--- src/rtl/ifetch_pkg.sv ---
// Shared types and constants for the instruction-fetch sequencer (ifetch_ctrl).
package ifetch_pkg;

  typedef enum logic [1:0] {
    IDLE  = 2'd0,
    RUN   = 2'd1,
    HALT  = 2'd2,
    FAULT = 2'd3
  } state_e;

  typedef struct packed {
    logic [31:0] pc;
    logic [31:0] ins;
  } entry_t;

  localparam int          ENTRY_W          = $bits(entry_t);
  localparam logic [31:0] NOP              = 32'h0000_0013;
  localparam logic [31:0] DEFAULT_RESET_PC = 32'h0000_0000;

  function automatic logic [31:0] align_pc(input logic [31:0] pc);
    return {pc[31:2], 2'b00};
  endfunction

endpackage

--- src/rtl/ifetch_queue.sv ---
// Prefetch FIFO: DEPTH entries (power of two), push/pop/flush, exposes count and head.
module ifetch_queue
  import ifetch_pkg::*;
#(
  parameter int DEPTH = 4,
  parameter int AW    = $clog2(DEPTH)
) (
  input  logic               clk,
  input  logic               rst_n,
  input  logic               push,
  input  logic               pop,
  input  logic               flush,
  input  logic [ENTRY_W-1:0] wdata,
  output logic [ENTRY_W-1:0] head,
  output logic [AW:0]        count
);

  logic [ENTRY_W-1:0] mem [DEPTH];
  logic [AW-1:0]      wr_ptr;
  logic [AW-1:0]      rd_ptr;

  // Storage carries no reset; an entry is only ever read after it was written.
  always_ff @(posedge clk) begin
    if (push && !flush) begin
      mem[wr_ptr] <= wdata;
    end
  end

  always_ff @(posedge clk or negedge rst_n) begin
    if (!rst_n) begin
      wr_ptr <= '0;
      rd_ptr <= '0;
      count  <= '0;
    end else if (flush) begin
      wr_ptr <= '0;
      rd_ptr <= '0;
      count  <= '0;
    end else begin
      if (push) wr_ptr <= wr_ptr + AW'(1);
      if (pop)  rd_ptr <= rd_ptr + AW'(1);
      case ({push, pop})
        2'b10:   count <= count + (AW+1)'(1);
        2'b01:   count <= count - (AW+1)'(1);
        default: count <= count;
      endcase
    end
  end

  assign head = mem[rd_ptr];

endmodule

--- src/rtl/ifetch_ctrl.sv ---
// Instruction-fetch sequencer: owns the fetch PC, fills the prefetch queue from the ROM,
// handles redirects and halt. Optional misaligned-redirect trap: IFETCH_MISALIGN_TRAP_EN.
module ifetch_ctrl
  import ifetch_pkg::*;
#(
  parameter logic [31:0] RESET_PC   = DEFAULT_RESET_PC,
  parameter int          Q_DEPTH    = 4,
  parameter int          IMEM_WORDS = 256
) (
  input  logic        clk,
  input  logic        rst_n,
  output logic [31:0] imem_addr,
  input  logic [31:0] imem_ins,
  output logic        out_valid,
  input  logic        out_ready,
  output logic [31:0] out_pc,
  output logic [31:0] out_ins,
  input  logic        redir_valid,
  input  logic [31:0] redir_pc,
  input  logic        halt_req,
  output logic        busy,
  output logic        fault
);

  localparam int AW = $clog2(Q_DEPTH);

  if (Q_DEPTH < 2 || (Q_DEPTH & (Q_DEPTH - 1)) != 0 || IMEM_WORDS < 1) begin : g_bad_params
    $error("ifetch_ctrl: Q_DEPTH must be a power of two >= 2 and IMEM_WORDS >= 1");
  end

  // Handshake: decode takes the head entry on any edge where out_valid and out_ready
  // are both high; out_pc/out_ins hold steady while out_valid is high and out_ready low.

  state_e      state_q, state_d;
  logic [31:0] fetch_pc_q, fetch_pc_d;
  logic [31:0] redir_target;
  logic        misalign;
  logic        pop;
  logic        push;
  logic        q_full;
  logic [AW:0] count;
  entry_t      head;
  entry_t      wentry;

`ifdef IFETCH_MISALIGN_TRAP_EN
  logic fault_q, fault_d;

  assign misalign     = redir_valid & (redir_pc[1:0] != 2'b00);
  assign redir_target = redir_pc;
  assign fault        = fault_q;
`else
  logic redir_lsb_unused;

  assign misalign         = 1'b0;
  assign redir_target     = align_pc(redir_pc);
  assign redir_lsb_unused = ^redir_pc[1:0];
  assign fault            = 1'b0;
`endif

  assign q_full = (count == (AW+1)'(Q_DEPTH));
  assign pop    = out_valid & out_ready;
  // A redirect cycle never pushes: the ROM word at the old PC is already stale.
  assign push   = (state_q == RUN) & ~halt_req & ~redir_valid & (~q_full | pop);

  assign wentry.pc  = fetch_pc_q;
  assign wentry.ins = imem_ins;

  ifetch_queue #(
    .DEPTH (Q_DEPTH)
  ) u_queue (
    .clk   (clk),
    .rst_n (rst_n),
    .push  (push),
    .pop   (pop),
    .flush (redir_valid),
    .wdata (wentry),
    .head  (head),
    .count (count)
  );

  always_comb begin
    state_d    = state_q;
    fetch_pc_d = fetch_pc_q;
`ifdef IFETCH_MISALIGN_TRAP_EN
    fault_d    = fault_q;
`endif

    if (redir_valid) begin
      fetch_pc_d = redir_target;
    end else if (push) begin
      fetch_pc_d = fetch_pc_q + 32'd4;
    end

    case (state_q)
      IDLE:    state_d = RUN;
      RUN:     if (halt_req)  state_d = HALT;
      HALT:    if (!halt_req) state_d = RUN;
      FAULT:   state_d = FAULT;
      default: state_d = IDLE;
    endcase

    if (misalign) begin
      state_d = FAULT;
`ifdef IFETCH_MISALIGN_TRAP_EN
      fault_d = 1'b1;
`endif
    end
  end

  always_ff @(posedge clk or negedge rst_n) begin
    if (!rst_n) begin
      state_q    <= IDLE;
      fetch_pc_q <= RESET_PC;
`ifdef IFETCH_MISALIGN_TRAP_EN
      fault_q    <= 1'b0;
`endif
    end else begin
      state_q    <= state_d;
      fetch_pc_q <= fetch_pc_d;
`ifdef IFETCH_MISALIGN_TRAP_EN
      fault_q    <= fault_d;
`endif
    end
  end

  assign imem_addr = fetch_pc_q;
  assign out_valid = (count != '0);
  assign out_pc    = out_valid ? head.pc  : 32'd0;
  assign out_ins   = out_valid ? head.ins : 32'd0;
  assign busy      = (state_q == RUN) & ~q_full;

endmodule

--- config.mk ---
export PLATFORM = sky130hd
export DESIGN_NAME = ifetch_ctrl
export DESIGN_NICKNAME = d
export VERILOG_FILES = /design/src/rtl/ifetch_pkg.sv /design/src/rtl/ifetch_queue.sv /design/src/rtl/ifetch_ctrl.sv
export SDC_FILE = /design/constraint.sdc
export NUM_CORES = 1
export LEC_CHECK = 0
export ABC_AREA = 1
export BUFFER_PORTS_ARGS = -buffer_cell sky130_fd_sc_hd__buf_4
export CAP_MARGIN = 20
export CELL_PAD_IN_SITES_DETAIL_PLACEMENT = 1
export CELL_PAD_IN_SITES_GLOBAL_PLACEMENT = 2
export CORE_UTILIZATION = 38
export DETAILED_ROUTE_END_ITERATION = 6
export PLACE_DENSITY_LB_ADDON = 0.3
export SLEW_MARGIN = 20
export SYNTH_ARGS = -nofsm -noshare
export SYNTH_HDL_FRONTEND = slang
export SYNTH_HIERARCHICAL = 1
export SYNTH_SLANG_ARGS = --single-unit
--- constraint.sdc ---
create_clock -name clk -period 5.1 [get_ports clk]
set_clock_uncertainty 0.05 [all_clocks]
set_input_delay 0.51 -clock clk [delete_from_list [all_inputs] [get_ports clk]]
set_output_delay 0.51 -clock clk [all_outputs]
set_load 0.02 [all_outputs]
# --- Yosys cells after proc, flatten, opt, wreduce, memory -nomap -nowiden ---
# Memory sizes are Yosys's and may differ from the RTL's.
# Index checks and enable logic that the tools add are counted.
word_totals:
  ff_bits: 41
  ramBits: 256
  inputBits: 69
  out_inout_bits: 99
  wordCells: 51
  memories: 1
mem_list:
  columns: ["memory", "depth", "width", "rd", "rd_clocked_by_memory_dff", "write_ports", "line_no", "text"]
  rows:
  - ["u_queue.mem", 4, 64, 1, 0, 1, "ifetch_queue.sv:18", "logic [ENTRY_W-1:0] mem [DEPTH];"]
classes:
  n_addsub: 5
  eq_ne: 8
  mux: 15
  bitwise_logic: 9
  reduce_logical: 8
ops:
  columns: ["cell", "n"]
  rows:
  - ["$mux 32", 4]
  - ["$add 32x3->32 const B", 1]
  - ["$mux 2", 6]
  - ["$pmux 2 s4", 1]
  - ["$eq 2x2->1 const B", 3]
  - ["$pmux 3 s2", 1]
  - ["$reduce_bool 3->1", 2]
  - ["$and 1x1->1", 5]
  - ["$add 2x1->2 const B", 2]
  - ["$eq 2x1->1 const B", 2]
  - ["$ne 2x2->1 const B", 2]
  - ["$reduce_bool 2->1", 2]
  - ["$add 3x1->3 const B", 1]
  - ["$eq 3x3->1 const B", 1]
  - ["$mux 3", 1]
  - ["$not 1->1", 3]
  - ["$sub 3x1->3 const B", 1]
  - ["$logic_not 2->1", 1]
  - ["$mux 1", 2]
  - ["$reduce_and 2->1", 1]
  - ["$logic_and 1x1->1", 1]
  - ["$logic_not 1->1", 1]
  - ["$or 1x1->1", 1]

# --- Depth between registers and ports, before layout ---
# Gate-level depths: netlist (run 1).
depth:
  ltp_word: 7
  depth_mapped: 15
  ltp_nobuf: 14

# --- By module ---
# The synthesis (run 1) kept the hierarchy.
by_module_without_submodules:
  columns: ["module", "n_inst", "cells_each", "area_each_um2", "seq_area_each_um2"]
  rows:
  - ["ifetch_queue", 1, 677, 9933.3, 7862.5]
  - ["ifetch_ctrl", 1, 489, 2860.2, 800.8]

# --- Worst setup path after synthesis (run 1) ---
# Ideal clock, no wire load.
synth_timing:
  path_type: "input to register"
  startpoint: "in redir_valid"
  endpoint: "mem u_queue/mem[0][0] (netlist bit) (enable)"
  setup_time_ps: 486
  arrival_ps: 4016
  required_ps: 4564
  path_slack_ps: 548
  path_stages: 7
  path_buffers: 2
  cell_sequence: "clkbuf_1 inv_2 nand3_2 inv_2 buf_6 nand2_1 nor2_1"
synth_via:
  elab_chain_cells: 6
  elab_cells_between_ends: 7
  cone_classes: "2 x mux; 3 x bitwise; 2 x reduce/logical"
synth_lines:
  columns: ["item", "line_no", "text"]
  rows:
  - ["start, declared", "ifetch_ctrl.sv:18", "input logic redir_valid,"]
  - ["$not 1->1", "ifetch_ctrl.sv:63", "assign push = (state_q == RUN) & ~halt_req & ~redir_valid & (~q_full | pop);"]
  - ["$and 1x1->1 (2 in series)", "ifetch_ctrl.sv:63", null]
  - ["net push", "ifetch_ctrl.sv:39", "logic push;"]
  - ["$logic_and 1x1->1", "ifetch_queue.sv:24", "if (push && !flush) begin"]
  - ["$mux 1", "ifetch_queue.sv:24", null]
  - ["$mux 1 (not written as such)", "ifetch_queue.sv:25", "mem[wr_ptr] <= wdata;"]
  - ["end, declared", "ifetch_queue.sv:18", null]
# The timed path passes the listed nets, and every way through them passes these cells.

==> run_results.csv, run 1 <==
group,metric,value,unit
placed_design,gp_congestion,0.814,
pwr,vdd_drop_max,283,µV
setup_path,worstSetupPathType,"register to primary output",
synth,synth_top_family_by_area,"simple AND/OR/NAND/NOR gates",
setup_path,rrSetupSlack,1.93,ns
setup_path,cp-start-kind,"register",
global_routing,grt_pass1_vias,9224,
timing,max_freq,0.266,GHz
clocking,clk_latency,0.56,ns
synth,synth_cells,1166,
timing,period_needed,3.76,ns
timing,hold_viol,0,
detailed_routing,drtIter0Drc,511,
pwr,intPower,4690,µW
setup_path,crit_path_cell_trace,"inv_4 -> buf_4 -> o21ai_1 -> o22ai_1 -> inv_1 -> nor2_1 -> buf_4",
pwr,seqPwrFrac,44.0,%
min_path,hold_class,"input pin to register",
synth,synth_area_per_cell,11.0,µm²
detailed_routing,wl_per_cell,18.5,µm
detailed_routing,antenna_left,0,
floorplanning,fp-row-count,66,
synth,synthAdderAreaFrac,0.645,%
setup_path,critPathMostFrequentCell,"buf_4",
clocking,clock_path_buffers,3,
synth,ys_ff_latch,295,
global_routing,grt_usage,19.4,%
pwr,p_per_area,444,mW/mm²
clocking,h-tree-depth,1,
clocking,clk_pin_slew_worst_paths,0.06,ns
detailed_routing,first_pass_iters,4,
timing,rsz0062_at_grt,"false",
clocking,cts_made_buffers,31,
synth,yosysTopAreaCell,"edfxtp_1",
flow_run,maxCapViolCount,0,
synth,synth_xor_area_share,0.616,%
global_routing,gr-total-overflow,0,
floorplanning,die_x,185,µm
synth,synth_compound_area_share,9.66,%
cells_and_area,drive_gt1_share,19.2,%
cells_and_area,design_area,0.0154,mm²
cells_and_area,insertedDiodeCount,0,
synth,synthMuxAreaShare,0,%
placed_design,io_buffer_count,162,
clocking,root_buffer,"clkbuf_16",
global_routing,grt_first_pass_wirelength,50900,µm
detailed_routing,vias,8958,
floorplanning,core-area,0.0329,mm²
pwr,p_comb_share,22.8,%
timing,drv_slew,0,
detailed_routing,drc,0,
clocking,cts_sinks,295,
clocking,cts_resized,0,
setup_path,cp_data_required_time,4.54,ns
synth,synth_area_leaders,"edfxtp_1 60%, dfrtp_1 7.6%, nor2_1 7.0%, nand2_1 4.0%, o21ai_0 3.7%",
cells_and_area,area_growth,20.7,%
setup_path,cp_slowest_cell,"inv_4",
synth,syn-cell-area,0.0128,mm²
synth,ys_top_cells_by_count,"256 x edfxtp_1, 239 x nor2_1, 138 x nand2_1",
detailed_routing,wl,33200,µm
pwr,power.share.switching,31.6,%
timing,setup-tns-final,0,ns
global_routing,antenna_found_initial,0,
placed_design,place_area,0.0144,mm²
synth,synth.most_common_cell,"edfxtp_1",
timing,worst_slack,1.34,ns
floorplanning,die_h,185,µm
timing,max_slew_margin,27.9,%
clocking,cts_hold_buffers,1,
placed_design,pre_cts_slack,1.45,ns
timing,setup_violations,0,
timing,worst_slew_pin_slew,1.08,ns
setup_path,crit_fanout,100,
pwr,leakage,0.00608,µW
floorplanning,ioPinCount,168,
cells_and_area,nets,1401,
setup_path,cp.arrival,3.20,ns
clocking,cts_setup_buffers,0,
floorplanning,dieArea,0.0344,mm²
synth,synth-edff-count,256,
global_routing,grt_max_degree,101,
synth,yosys.area_share.simple,15.0,%
synth,synth_sequential_area_ratio,67.7,%
detailed_routing,drt-vias-per-instance,5.00,
synth,async_reset_ff_share,13.2,%
synth,yosys_warnings,6,
clocking,cts_tree,"done",
synth,ys_types,37,
timing,post-route-period-util,73.7,%
setup_path,cpPeakStageDelay,0.87,ns
synth,synth_top_area_share,60.1,%
setup_path,end_kind,"primary output",
synth,synth_ff_type,"edfxtp_1",
status,status,"finished, final reports clean",
pwr,clkPwrFrac,33.2,%
placed_design,dpl.hpwl,20600,µm
floorplanning,initial_utilization,38.9,%
pwr,power_switching,2170,µW
## per-layer routing
| layer | vias to the layer above | share of wire (%) | GRT usage, % |
|---|---|---|---|
| met5 | - | 0 | 0 |
| met4 | 0 | 2.1 | 5.32 |
| met3 | 52 | 4.2 | 2.41 |
| met2 | 195 | 49 | 33.4 |
| met1 | 4396 | 45 | 25.7 |
| li1 | 4315 | - | - |
## final cells by class
cell class                 instances  area (µm²)
fill                            3633       17400
sequential                       295        8670
multi-input combinational        710        3390
timing repair buffer             177        1370
clock buffer                      45         888
tap                              442         553
inverter                         111         419
clock inverter                    13         153
## power groups by stage
| stage | Combinational, µW | Clock (µW) | Sequential [µW] |
|---|---|---|---|
| finish | 1570 | 2280 | 3020 |
| floorplan | 985 | 0 | 3020 |
| CTS | 1600 | 2340 | 3020 |
| global placement | 1560 | 0 | 3060 |
| detailed placement | 1590 | 0 | 3070 |
| global route | 1730 | 2420 | 3040 |
## flip-flops by register name (all words and copies together), names as in the netlist
name            cells
u_queue/rd_ptr      2
u_queue/count       3
state_q             2
u_queue/mem       256
imem_addr          30
u_queue/wr_ptr      2
## cell families after synthesis
kind of cell,Yosys count
XOR/XNOR,9
other,1
AO/OA/AOI/OAI,226
AND/OR/NAND/NOR,458
adder cells (fa/ha/maj),6
buffers and inverters,171
flip-flops,295
## per-stage QoR
stage	instances	power (µW)	utilization, %	hold WS (ns)
floorplan	1176	4000	-	0.164
global placement	1734	4620	43.8	0.458
detailed placement	1734	4660	43.8	0.476
CTS	1793	6950	47.0	0.0682
global route	1793	7190	47.0	0.0730
finish	1793	6860	47.0	0.0987
## worst max-delay path, delay by kind of cell (launching register included)
kind / cells / cell delay (ns)
DFF: 1 / 0.72
buffers and inverters: 4 / 1.48
and+or+nand+nor: 1 / 0.11
AOI/OAI and AO/OA: 2 / 0.27
## placed cells by master, fill, tap and decap left out, types with 2 or more instances in the layout
| cell type | count |
|---|---|
| clkinv_2 | 5 |
| inv_1 | 105 |
| clkbuf_8 | 6 |
| xor2_1 | 8 |
| nor2_4 | 12 |
| inv_6 | 2 |
| and2_1 | 2 |
| nor2_2 | 5 |
| dfrtp_1 | 37 |
| edfxtp_1 | 256 |
| o211ai_1 | 4 |
| buf_4 | 173 |
| nand2_1 | 138 |
| o22ai_1 | 65 |
| a21oi_1 | 8 |
| bufinv_16 | 3 |
| o21ai_0 | 94 |
| conb_1 | 11 |
| nand2_2 | 6 |
| o21ai_1 | 49 |
| inv_2 | 5 |
| a31oi_1 | 2 |
| clkbuf_1 | 8 |
| nor3_1 | 3 |
| nor2_1 | 235 |
| nand3_1 | 46 |
| clkbuf_16 | 31 |
| nand2_4 | 2 |
| buf_12 | 3 |
| nand4_1 | 6 |
| ha_1 | 5 |
## worst paths after layout
kind,startpoint,to,cells after the start
max,u_queue/rd_ptr[0]$_DFFE_PN0P_,out_pc[0],7
max in group asynchronous,rst_n,u_queue/rd_ptr[0]$_DFFE_PN0P_,2
min in group asynchronous,rst_n,imem_addr[30]$_DFFE_PN0P_,2
min reg2reg,state_q[0]$_DFFE_PN0P_,state_q[1]$_DFFE_PN0P_,1
min,imem_ins[29],u_queue/mem[1][29]$_DFFE_PP_,1
max reg2reg,u_queue/count[0]$_DFFE_PN0P_,u_queue/mem[2][50]$_DFFE_PP_,7
No activity file was read; power rests on OpenSTA's default activity.
==> run 2, diff against run 1 <==
Clock period 5.1 ns to 3.7 ns, I/O delays scaled along.
==> run 2 against run 1 <==
Effect of this change:
- first-iteration DRC count decreased by 15%
- non-clock buffer count grew 44
- cell count increased by 2.3%
- register-to-register slack lost 0.64 ns
- via count rose by 2.8%
- core utilization up 1.2 points
- sequential cell count unchanged
- sequential power is 36% higher
- clock power up 26%
- die area stayed put
- highest routed layer unchanged
==> run_results.csv, run 2 (synthesis results as in run 1) <==
group,metric,value,unit
detailed_routing,wl,33600,µm
clocking,root_buffer,"clkbuf_16",
global_routing,grt_first_pass_wirelength,52800,µm
clocking,h-tree-depth,1,
cells_and_area,design_area,0.0158,mm²
clocking,cts_sinks,295,
clocking,cts_made_buffers,31,
floorplanning,initial_utilization,38.9,%
setup_path,rr_endpoint,"u_queue/mem[2][13]$_DFFE_PP_",
flow_run,maxCapViolCount,0,
clocking,clk_latency,0.54,ns
cells_and_area,seqCellArea,0.00867,mm²
clocking,cts_tree,"done",
placed_design,place_area,0.0145,mm²
cells_and_area,mostFrequentLayoutCells,"256 x edfxtp_1, 235 x nor2_1, 171 x buf_4",
detailed_routing,drc,0,
setup_path,crit_fanout,42,
global_routing,use_met3,2.56,%
placed_design,gp_congestion,0.786,
floorplanning,dieArea,0.0344,mm²
setup_path,end_kind,"primary output",
cells_and_area,layout_commonest_cell,"edfxtp_1",
cells_and_area,nets,1445,
detailed_routing,first_pass_iters,4,
setup_path,worstSetupPathType,"register to primary output",
timing,drv_slew,0,
timing,worst_slew_pin_slew,0.672,ns
setup_path,cp.arrival,2.65,ns
cells_and_area,largest_register_ffs,256,
global_routing,antenna_found_initial,1,
pwr,leakage,0.00623,µW
detailed_routing,vias,9207,
setup_path,rrSetupSlack,1.29,ns
timing,max_freq,0.326,GHz
global_routing,gr-total-overflow,0,
global_routing,grt_max_degree,67,
timing,rsz0062_at_grt,"false",
setup_path,r2r_start,"u_queue/count[0]$_DFFE_PN0P_",
timing,max_slew_margin,55.2,%
global_routing,grt-busiest-layer,"met2",
clocking,clk_pin_slew_worst_paths,0.06,ns
pwr,vdd_drop_max,368,µV
cells_and_area,n_fill_cell,3618,
detailed_routing,wl_per_cell,18.3,µm
global_routing,use_met1,26.3,%
setup_path,ff2ff_path_depth,7,
cells_and_area,multi_input_area,0.00339,mm²
floorplanning,ioPinCount,168,
placed_design,dpl.hpwl,20600,µm
timing,post-route-period-util,82.9,%
floorplanning,fp-row-count,66,
cells_and_area,drive_gt1_share,18.2,%
min_path,min_from,"redir_pc[21]",
min_path,min_to,"imem_addr[21]$_DFFE_PN0P_",
cells_and_area,final_core_util,48.2,%
timing,setup_violations,0,
pwr,p_per_area,586,mW/mm²
global_routing,grt_pass1_vias,9621,
placed_design,io_buffer_count,162,
timing,hold_viol,0,
floorplanning,die_x,185,µm
detailed_routing,drtIter0Drc,434,
global_routing,grt_usage,20.0,%
min_path,hold_class,"input pin to register",
setup_path,cp-start-kind,"register",
global_routing,use_met2,35.0,%
min_path,whs_path_depth,3,
status,status,"finished, final reports clean",
floorplanning,die_h,185,µm
setup_path,cp_data_required_time,3.28,ns
clocking,clock_path_buffers,3,
floorplanning,core-area,0.0329,mm²
detailed_routing,drt-vias-per-instance,5.02,
detailed_routing,antenna_left,0,
timing,period_needed,3.07,ns
cells_and_area,largest_register,"u_queue/mem",
cells_and_area,area_growth,23.7,%
run 2: per-stage QoR:
stage | setup slack [ns] | total power, µW | TNS, ns | hold WS [ns] | std cells
after CTS | 0.547 | 9390 | 0 | 0.000559 | 1834
final | 0.631 | 9270 | 0 | 0.0131 | 1835
after global routing | 0.463 | 9740 | 0 | 0.0108 | 1835
after detailed placement | 0.960 | 6470 | 0 | 0.351 | 1737
after floorplan | -0.712 | 5520 | -182.24 | 0.0244 | 1176
after global placement | 1.00 | 6410 | 0 | 0.349 | 1737
run 2: area by class of cell:
class | instances | area share, %
flip-flops and latches | 295 | 54.8
multi-input cells | 710 | 21.4
clock inverters | 17 | 0.814
well taps | 442 | 3.49
inverters | 111 | 2.65
repair buffers | 221 | 11.8
clock buffers | 38 | 5.07
diodes | 1 | 0.0158
run 2: power by group:
group | internal [µW] | switching (µW) | leakage [µW]
sequential | 3840 | 286 | 0.00278
combinational | 804 | 1470 | 0.00300
clock | 1660 | 1210 | 0.000449
run 2: worst max path at each step:
stage / startpoint / to / slack, ns / cells after the start
final: u_queue/rd_ptr[1]$_DFFE_PN0P_ / out_pc[16] / 0.63 / 6
after global routing: u_queue/rd_ptr[1]$_DFFE_PN0P_ / out_pc[19] / 0.46 / 6
after CTS: u_queue/rd_ptr[1]$_DFFE_PN0P_ / out_pc[12] / 0.55 / 6
after detailed placement: redir_valid / u_queue/mem[2][12]$_DFFE_PP_ / 0.96 / 7
after global placement: redir_valid / u_queue/count[2]$_DFFE_PN0P_ / 1.00 / 13
after floorplan: redir_valid / u_queue/mem[0][0]$_DFFE_PP_ / -0.71 / 7
run 2: critical path, stage by stage, from the launching register on:
cell	delay, ns
dfrtp_2	0.68
buf_4	0.54
o21ai_0	0.17
o22ai_1	0.20
inv_1	0.06
nor2_1	0.23
buf_4	0.20
run 2: timing repair:
item | in CTS | in global routing
endpoints found under the hold margin | 176 | 0
buffers inserted | 0 | 0
resized for setup | 0 | 0
hold buffers | 42 | 0
run 2: per-layer routing:
layer | share of wire (%) | wire length (µm)
met1 | 45 | 15200
met2 | 48 | 16200
met3 | 4.3 | 1460
met4 | 2.1 | 690
met5 | 0 | 0
